## config.mk

```make
export PLATFORM = sky130hd
export DESIGN_NAME = sum_display_scan
export DESIGN_NICKNAME = d
export VERILOG_FILES = /design/src/rtl/sum_display_scan.sv
export SDC_FILE = /design/constraint.sdc
export NUM_CORES = 1
export LEC_CHECK = 0
export CELL_PAD_IN_SITES_DETAIL_PLACEMENT = 1
export CELL_PAD_IN_SITES_GLOBAL_PLACEMENT = 2
export CORE_ASPECT_RATIO = 1.2
export CORE_UTILIZATION = 36
export CTS_CLUSTER_SIZE = 10
export DETAILED_ROUTE_END_ITERATION = 8
export MAX_ROUTING_LAYER = met4
export PLACE_DENSITY = 0.82
export SYNTH_ARGS = -nofsm -noshare
export SYNTH_HDL_FRONTEND = slang
export SYNTH_SLANG_ARGS = --single-unit
```

## constraint.sdc

```tcl
create_clock -name clk -period 3.4 [get_ports clk]
set_input_delay 0.51 -clock clk [delete_from_list [all_inputs] [get_ports clk]]
set_output_delay 0.51 -clock clk [all_outputs]
set_load 0.005 [all_outputs]
```

## src/rtl/sum_display_scan.sv

```systemverilog
// Four-digit multiplexed seven-segment scanner for a 5-bit adder result.
// The right two digits show the value in decimal (leading tens blanked), the
// left two in hex, with the decimal point lit on the hex low digit as a
// visual separator. The value shown is latched once per frame so that a
// switch change never mixes two values across the four digits.
module sum_display_scan #(
  parameter int REFRESH_DIV = 100000
) (
  input  logic       clk,
  input  logic       rst,
  input  logic [4:0] sum,
  input  logic       en,
  output logic [6:0] seg,
  output logic [3:0] an,
  output logic       dp
);

  localparam int            CW         = $clog2(REFRESH_DIV);
  localparam logic [CW-1:0] COUNT_LAST = CW'(REFRESH_DIV - 1);

  localparam logic [1:0] SLOT_UNITS  = 2'd0;
  localparam logic [1:0] SLOT_TENS   = 2'd1;
  localparam logic [1:0] SLOT_HEX_LO = 2'd2;
  localparam logic [1:0] SLOT_HEX_HI = 2'd3;

  localparam logic [6:0] SEG_BLANK = 7'b1111111;
  localparam logic [3:0] AN_OFF    = 4'b1111;

  logic [4:0]    sync1;
  logic [4:0]    sync2;
  logic [CW-1:0] count;
  logic          tick;
  logic [1:0]    index;
  logic [4:0]    disp;

  logic [3:0]    units;
  logic [3:0]    tens;
  logic [6:0]    seg_next;
  logic [3:0]    an_next;
  logic          dp_next;

  // Active-low segment pattern for one hex digit, seg[0]=a .. seg[6]=g.
  function automatic logic [6:0] hex_to_seg(input logic [3:0] d);
    logic [6:0] p;
    case (d)
      4'h0:    p = 7'b1000000;
      4'h1:    p = 7'b1111001;
      4'h2:    p = 7'b0100100;
      4'h3:    p = 7'b0110000;
      4'h4:    p = 7'b0011001;
      4'h5:    p = 7'b0010010;
      4'h6:    p = 7'b0000010;
      4'h7:    p = 7'b1111000;
      4'h8:    p = 7'b0000000;
      4'h9:    p = 7'b0010000;
      4'hA:    p = 7'b0001000;
      4'hB:    p = 7'b0000011;
      4'hC:    p = 7'b1000110;
      4'hD:    p = 7'b0100001;
      4'hE:    p = 7'b0000110;
      default: p = 7'b0001110;
    endcase
    return p;
  endfunction

  // Two-flop synchronizer: the switches are asynchronous to clk.
  always_ff @(posedge clk) begin
    // NOTE: registers are written with <= so every flop samples the
    // pre-edge value of the others; with = the two stages would collapse.
    if (rst) begin
      sync1 <= '0;
      sync2 <= '0;
    end else begin
      sync1 <= sum;
      sync2 <= sync1;
    end
  end

  assign tick = (count == COUNT_LAST);

  // Refresh divider: each digit stays lit for REFRESH_DIV cycles.
  always_ff @(posedge clk) begin
    if (rst) begin
      count <= '0;
    end else if (tick) begin
      count <= '0;
    end else begin
      count <= count + 1'b1;
    end
  end

  // Digit index advances on each tick and wraps 3 -> 0 naturally.
  always_ff @(posedge clk) begin
    if (rst) begin
      index <= SLOT_UNITS;
    end else if (tick) begin
      index <= index + 1'b1;
    end
  end

  // Display value only changes at the frame boundary so a frame never tears.
  always_ff @(posedge clk) begin
    if (rst) begin
      disp <= '0;
    end else if (tick && (index == SLOT_HEX_HI)) begin
      disp <= sync2;
    end
  end

  assign units = 4'(disp % 5'd10);
  assign tens  = 4'(disp / 5'd10);

  // Pick the digit and anode for the current slot; blank on en=0 or zero tens.
  always_comb begin
    // NOTE: every output gets a default before the case so no path leaves
    // one unassigned, which would otherwise infer a latch.
    seg_next = SEG_BLANK;
    an_next  = AN_OFF;
    dp_next  = 1'b1;
    if (en) begin
      case (index)
        SLOT_UNITS: begin
          seg_next = hex_to_seg(units);
          an_next  = 4'b1110;
        end
        SLOT_TENS: begin
          if (tens != 4'd0) begin
            seg_next = hex_to_seg(tens);
            an_next  = 4'b1101;
          end
        end
        SLOT_HEX_LO: begin
          seg_next = hex_to_seg(disp[3:0]);
          an_next  = 4'b1011;
          dp_next  = 1'b0;
        end
        default: begin
          seg_next = hex_to_seg({3'b000, disp[4]});
          an_next  = 4'b0111;
        end
      endcase
    end
  end

  // Registered pin drivers: glitch-free outputs, one cycle behind the scan.
  always_ff @(posedge clk) begin
    if (rst) begin
      seg <= SEG_BLANK;
      an  <= AN_OFF;
      dp  <= 1'b1;
    end else begin
      seg <= seg_next;
      an  <= an_next;
      dp  <= dp_next;
    end
  end

endmodule

```

# Yosys cells after proc, flatten, opt, wreduce, memory -nomap -nowiden
# Memories as Yosys holds them, arrays and structs flattened. A register that Yosys moved wholly into a read port is not among the register bits.
# Cells that the tools add are included.
op_classes:
  addsub: 2
  multipliers: 0
  n_div: 2
  magnitude_cmp: 0
  n_eq_ne: 4
  n_shift: 0
  mux: 8
  bitwise_logic: 2
  reduce_logical: 5
ops:
  columns: ["operator", "count"]
  rows:
  - ["case mux 7 bit (3 select lines)", 1]
  - ["adder 17 x 1 -> 17 bit (second input constant)", 1]
  - ["== test 17 bit (second input constant)", 1]
  - ["case mux 7 bit (2 select lines)", 1]
  - ["case mux 4 bit (3 select lines)", 1]
  - ["2-to-1 mux 4 bit", 2]
  - ["2-to-1 mux 7 bit", 1]
  - ["divider 5 x 4 -> 5 bit (second input constant)", 1]
  - ["modulo 5 x 4 -> 5 bit (second input constant)", 1]
  - ["== test 2 bit (second input constant)", 2]
  - ["nonzero test 4 bit", 1]
  - ["OR reduction 2 bit", 2]
  - ["adder 2 x 1 -> 2 bit (second input constant)", 1]
  - ["== test 2 x 1 -> 1 bit (second input constant)", 1]
  - ["logical NOT 2 bit", 1]
  - ["2-to-1 mux 2 bit", 1]
  - ["inverter 1 bit", 2]
  - ["logical AND 1 bit", 1]
  - ["2-to-1 mux 1 bit", 1]
word_totals:
  reg_bits: 46
  latch_bits: 0
  ramBits: 0
  mem_bits_ro: 336
  out_inout_bits: 12
  mem_count: 3
memory_table:
  columns: ["name", "depth", "word_bits", "read_ports", "rd_ports_with_merged_regs", "write_ports", "line", "rtl"]
  rows:
  - ["(name not given)", 16, 7, 1, 0, 0, "45", "case (d)"]
  - ["(name not given)", 16, 7, 1, 0, 0, "45", null]
  - ["(name not given)", 16, 7, 1, 1, 0, "45", null]

# Logic depth before layout (Yosys ltp)
logic_depth:
  depth_word: 4
  mapped_depth: 14
  depth_no_buf: 12

# Least setup slack after synthesis
# No wires, ideal clock.
synth_timing:
  path_type: "reg2reg"
  start: "register disp[2]"
  end: "register seg[5]"
  t_arrival_ns: 2.634
  required_time_ns: 3.255
  setup_slack_ns: 0.621
  path_stages_with_launch: 14
  n_path_buf: 2
  path_cell_list: "dfxtp_1 -> clkbuf_1 -> nor2b_1 -> a21oi_1 -> ha_1 -> clkbuf_1 -> and3b_1 -> o21ai_0 -> a32o_1 -> inv_1 -> ha_1 -> and3_1 -> nor4_1 -> o221ai_1"
synth_via:
  elab_chain_cells: 4
synth_rtl:
  columns: ["item", "line", "rtl"]
  rows:
  - ["start: declaration", "34", "logic [4:0] disp;"]
  - ["start signal: assignment", "106", "disp <= sync2;"]
  - ["divider 5 x 4 -> 5 bit", "111", "assign tens = 4'(disp / 5'd10);"]
  - ["memory (16 x 7 bit) or nonzero test 4 bit (tied branches)", null, null]
  - ["2-to-1 mux 7 bit", "127", "if (tens != 4'd0) begin"]
  - ["case mux 7 bit (3 select lines) (*)", "121", "case (index)"]
  - ["end signal: assignment", "152", "seg <= seg_next;"]
  - ["end: declaration", "13", "output logic [6:0] seg,"]
# Mark *: on every way between the ends. The rest lies on a longest branch, timed or not.
# A chain may end at the register's enable or synchronous reset.

# Worst setup path in the final report
layout_timing:
  start: "register disp[4]"
  end: "register seg[0]"
# The elaborated chain is that of the path after synthesis.

==> flow_summary.ini <==
[status]
status = complete, no violations

[logic_synthesis]
syn_inst = 324
syn_area_per_cell_um2 = 8.793
synthXorXnorAreaFrac_pct = 4.919
synth_adder_area_share_pct = 8.344
syn_nets = 351
synth_flop_cell = dfxtp_1
synth_top_family_by_area = simple AND/OR/NAND/NOR gates
synth.area.mux_share_pct = 6.017
netlist.area_leader.share_pct = 37.24
yosys-top-cells-area = dfxtp_1 37%, ha_1 8.3%, nor2_1 4.6%, mux2i_1 4.2%, nor2b_1 3.7%
synth_area_leader_cell = dfxtp_1
post-synth-top-count-cell = dfxtp_1
yosys.area_share.simple_pct = 25.82
synth_compound_gate_area_share_pct = 13.22
synth_area_um2 = 2849
ys.warnings.count = 0
synth-seq-cells = 53
synth_common_cells = 53 x dfxtp_1, 35 x nor2_1, 26 x nand2_1
ys_types = 56
synth_seq_area_share_pct = 37.24
synth_edf_count = 0
synthArstFlopShare_pct = 0

[power_and_ir_drop]
p_per_area_nw_per_um2 = 323.1
vdd_drop_max_v = 0.0001957
p_leak_nw = 1.223
power_mw = 1.034

[critical_path]
path_common_cell = ha_1
arrival_ps = 3090
r2r_cells = 11
r2r_start = disp[4]
start_kind = flop
crit_slowest_cell = dfxtp_1
required_ps = 3570
path_cells = buf_4 -> a21oi_1 -> ha_1 -> and3b_1 -> o21ai_0 -> a32o_1 -> inv_1 -> ha_1 -> and3_1 -> o41ai_1 -> a21boi_0
critPathMaxStageDelay_ps = 380
critPathCaptureType = flop
r2r-end = seg[0]
cp_max_fo = 9
worst-setup-path-type = flop to flop
ff2ff_setup_slack_ps = 480

[global_route]
grt_pass1_wl_um = 11010
met3_usage_pct = 2.407
met2_usage_pct = 31.46
grt_pass1_vias = 2352
grt_use_met1_pct = 17.71
antenna_found_initial = 0
grt_max_degree = 19
track_usage_pct = 16.75
busiest_layer = met2
overflow = 0

[clock_network]
clk_latency_ps = 300
clock-sinks = 53
htree_levels = 2
ctsHoldBuffers = 0
postCtsSetupRepairBufs = 0
cts_resized = 0
cts_root_buf = clkbuf_8
path_clk_slew_ps = 90
cts_tree = done
cts_buffers = 5
clockBufferDepth = 2

[die]
start_util_pct = 37.18
rows = 35
die_h_um = 99.45
dieArea_um2 = 8275
io_pins = 20
die_width_um = 83.21
coreArea_um2 = 7664

[timing]
setup_ws_ps = 480.3
fmax_mhz = 342.5
finalCritPeriodShare_pct = 85.87
finalSetupViolations = 0
worst_pin_slew_ps = 1118
clock_skew_ps = 7.532
slew_viol_final = 0
max-slew-margin-rel_pct = 24.68
fin_crit_ps = 2920
holdWs_ps = 443.5
hold_viol = 0
tns_ps = 0
rsz0062_at_grt = false

[hold_path]
min_to = sync2[3]
worstHoldPathCells = 1
holdCritStartpoint = sync1[3]
worstHoldPathType = flop to flop

[finish]
n_fill_cell = 935
drive_above_1_share_pct = 6.158
diodes = 0
nets = 368
design_area_um2 = 3199
syn2layout_area_growth_pct = 12.30
stdcell_count = 433
utilization_pct = 41.75

[drt]
vias = 2320
drtAntennaViolNets = 0
drt-vias-per-instance = 5.358
firstDrtPassIters = 4
routed_wl_um = 6263
wire_per_inst_um = 14.46
drtIter0Drc = 50
drc = 0

[placed_design]
io_buffer_count = 19
pre_cts_ws_ps = 505.9
hpwl_um = 4868
dpl.cell_count = 426
gp_congestion = 0.9069
placed_area_um2 = 3118

[run]
maxCapViolCount = 0
## cells by family (layout without fill, tap and decap cells)
logic type,after synthesis,in the layout
and+or+nand+nor,137,137
AOI/OAI and AO/OA,56,56
DFF,53,53
buffers and inverters,27,44
adders and majority gates,19,19
xor gates and xnor gates,16,16
muxes,16,16
## layout make-up
type / instances / area [µm²] / share of cell area [%]
Multi-Input combinational cell: 244 / 1662 / 51.94
Sequential cell: 53 / 1061 / 33.16
Timing Repair Buffer: 25 / 235.2 / 7.352
Tap cell: 92 / 115.1 / 3.598
Clock buffer: 6 / 72.57 / 2.268
Inverter: 12 / 45.04 / 1.408
Clock inverter: 1 / 8.758 / 0.2738
## routing by layer
| metal | vias to the layer above | wire length, µm |
|---|---|---|
| met2 | 32 | 3308 |
| met3 | 13 | 132 |
| met1 | 1113 | 2715 |
| li1 | 1162 | - |
| met4 | 0 | 106 |
| met5 | - | 0 |
## power by group
group / internal (mW) / switching (mW) / total, mW / leakage [nW]
Sequential: 0.633 / 0.00623 / 0.640 / 0.432
Clock: 0.143 / 0.203 / 0.346 / 0.0412
Combinational: 0.0270 / 0.0209 / 0.0480 / 0.750
## worst max-delay path: cells and delay by family (launching register included)
family	cells	cell delay [ps]
compound gates	5	1120
fa+ha+maj	2	580
buf+inv	2	340
flops	1	380
simple gates	2	370
## placed cells by master (no fill, tap or decap), types with 2 or more instances in the layout
cell             synthesis  final
nor3b_1                  4      4
nand3_1                 14     14
and4_1                   4      4
xor2_1                   5      5
nor4_1                   3      3
nand2_1                 26     26
ha_1                    19     19
and3_1                   9      9
or4b_4                   2      2
o21ai_0                 10     10
nor2b_1                 17     17
o21a_1                   2      2
clkdlybuf4s50_1          0     19
a211oi_1                 2      2
nor3_1                   8      8
mux2i_1                 12     12
o211ai_1                 2      2
a22oi_1                  2      2
a21oi_1                 14     14
a221o_1                  2      2
xnor2_1                 11     11
dfxtp_1                 53     53
nor2_1                  35     35
nand2b_1                 8      8
o22ai_1                  2      2
a211o_1                  2      2
buf_4                    0      6
clkbuf_8                 0      5
inv_1                   12     12
mux2_2                   2      2
a21boi_0                 3      3
## worst max path at each step
stage | depth (start not counted) | slack (ps) | start | endpoint
global placement | 8 | 530 | disp[4] | seg[3]
CTS | 11 | 480 | disp[4] | seg[0]
detailed placement | 11 | 510 | disp[4] | seg[5]
global route | 8 | 160 | disp[4] | seg[1]
floorplan | 13 | 620 | disp[2] | seg[5]
finish | 11 | 480 | disp[4] | seg[0]
Note: power is estimated with default switching activity, not from simulation.
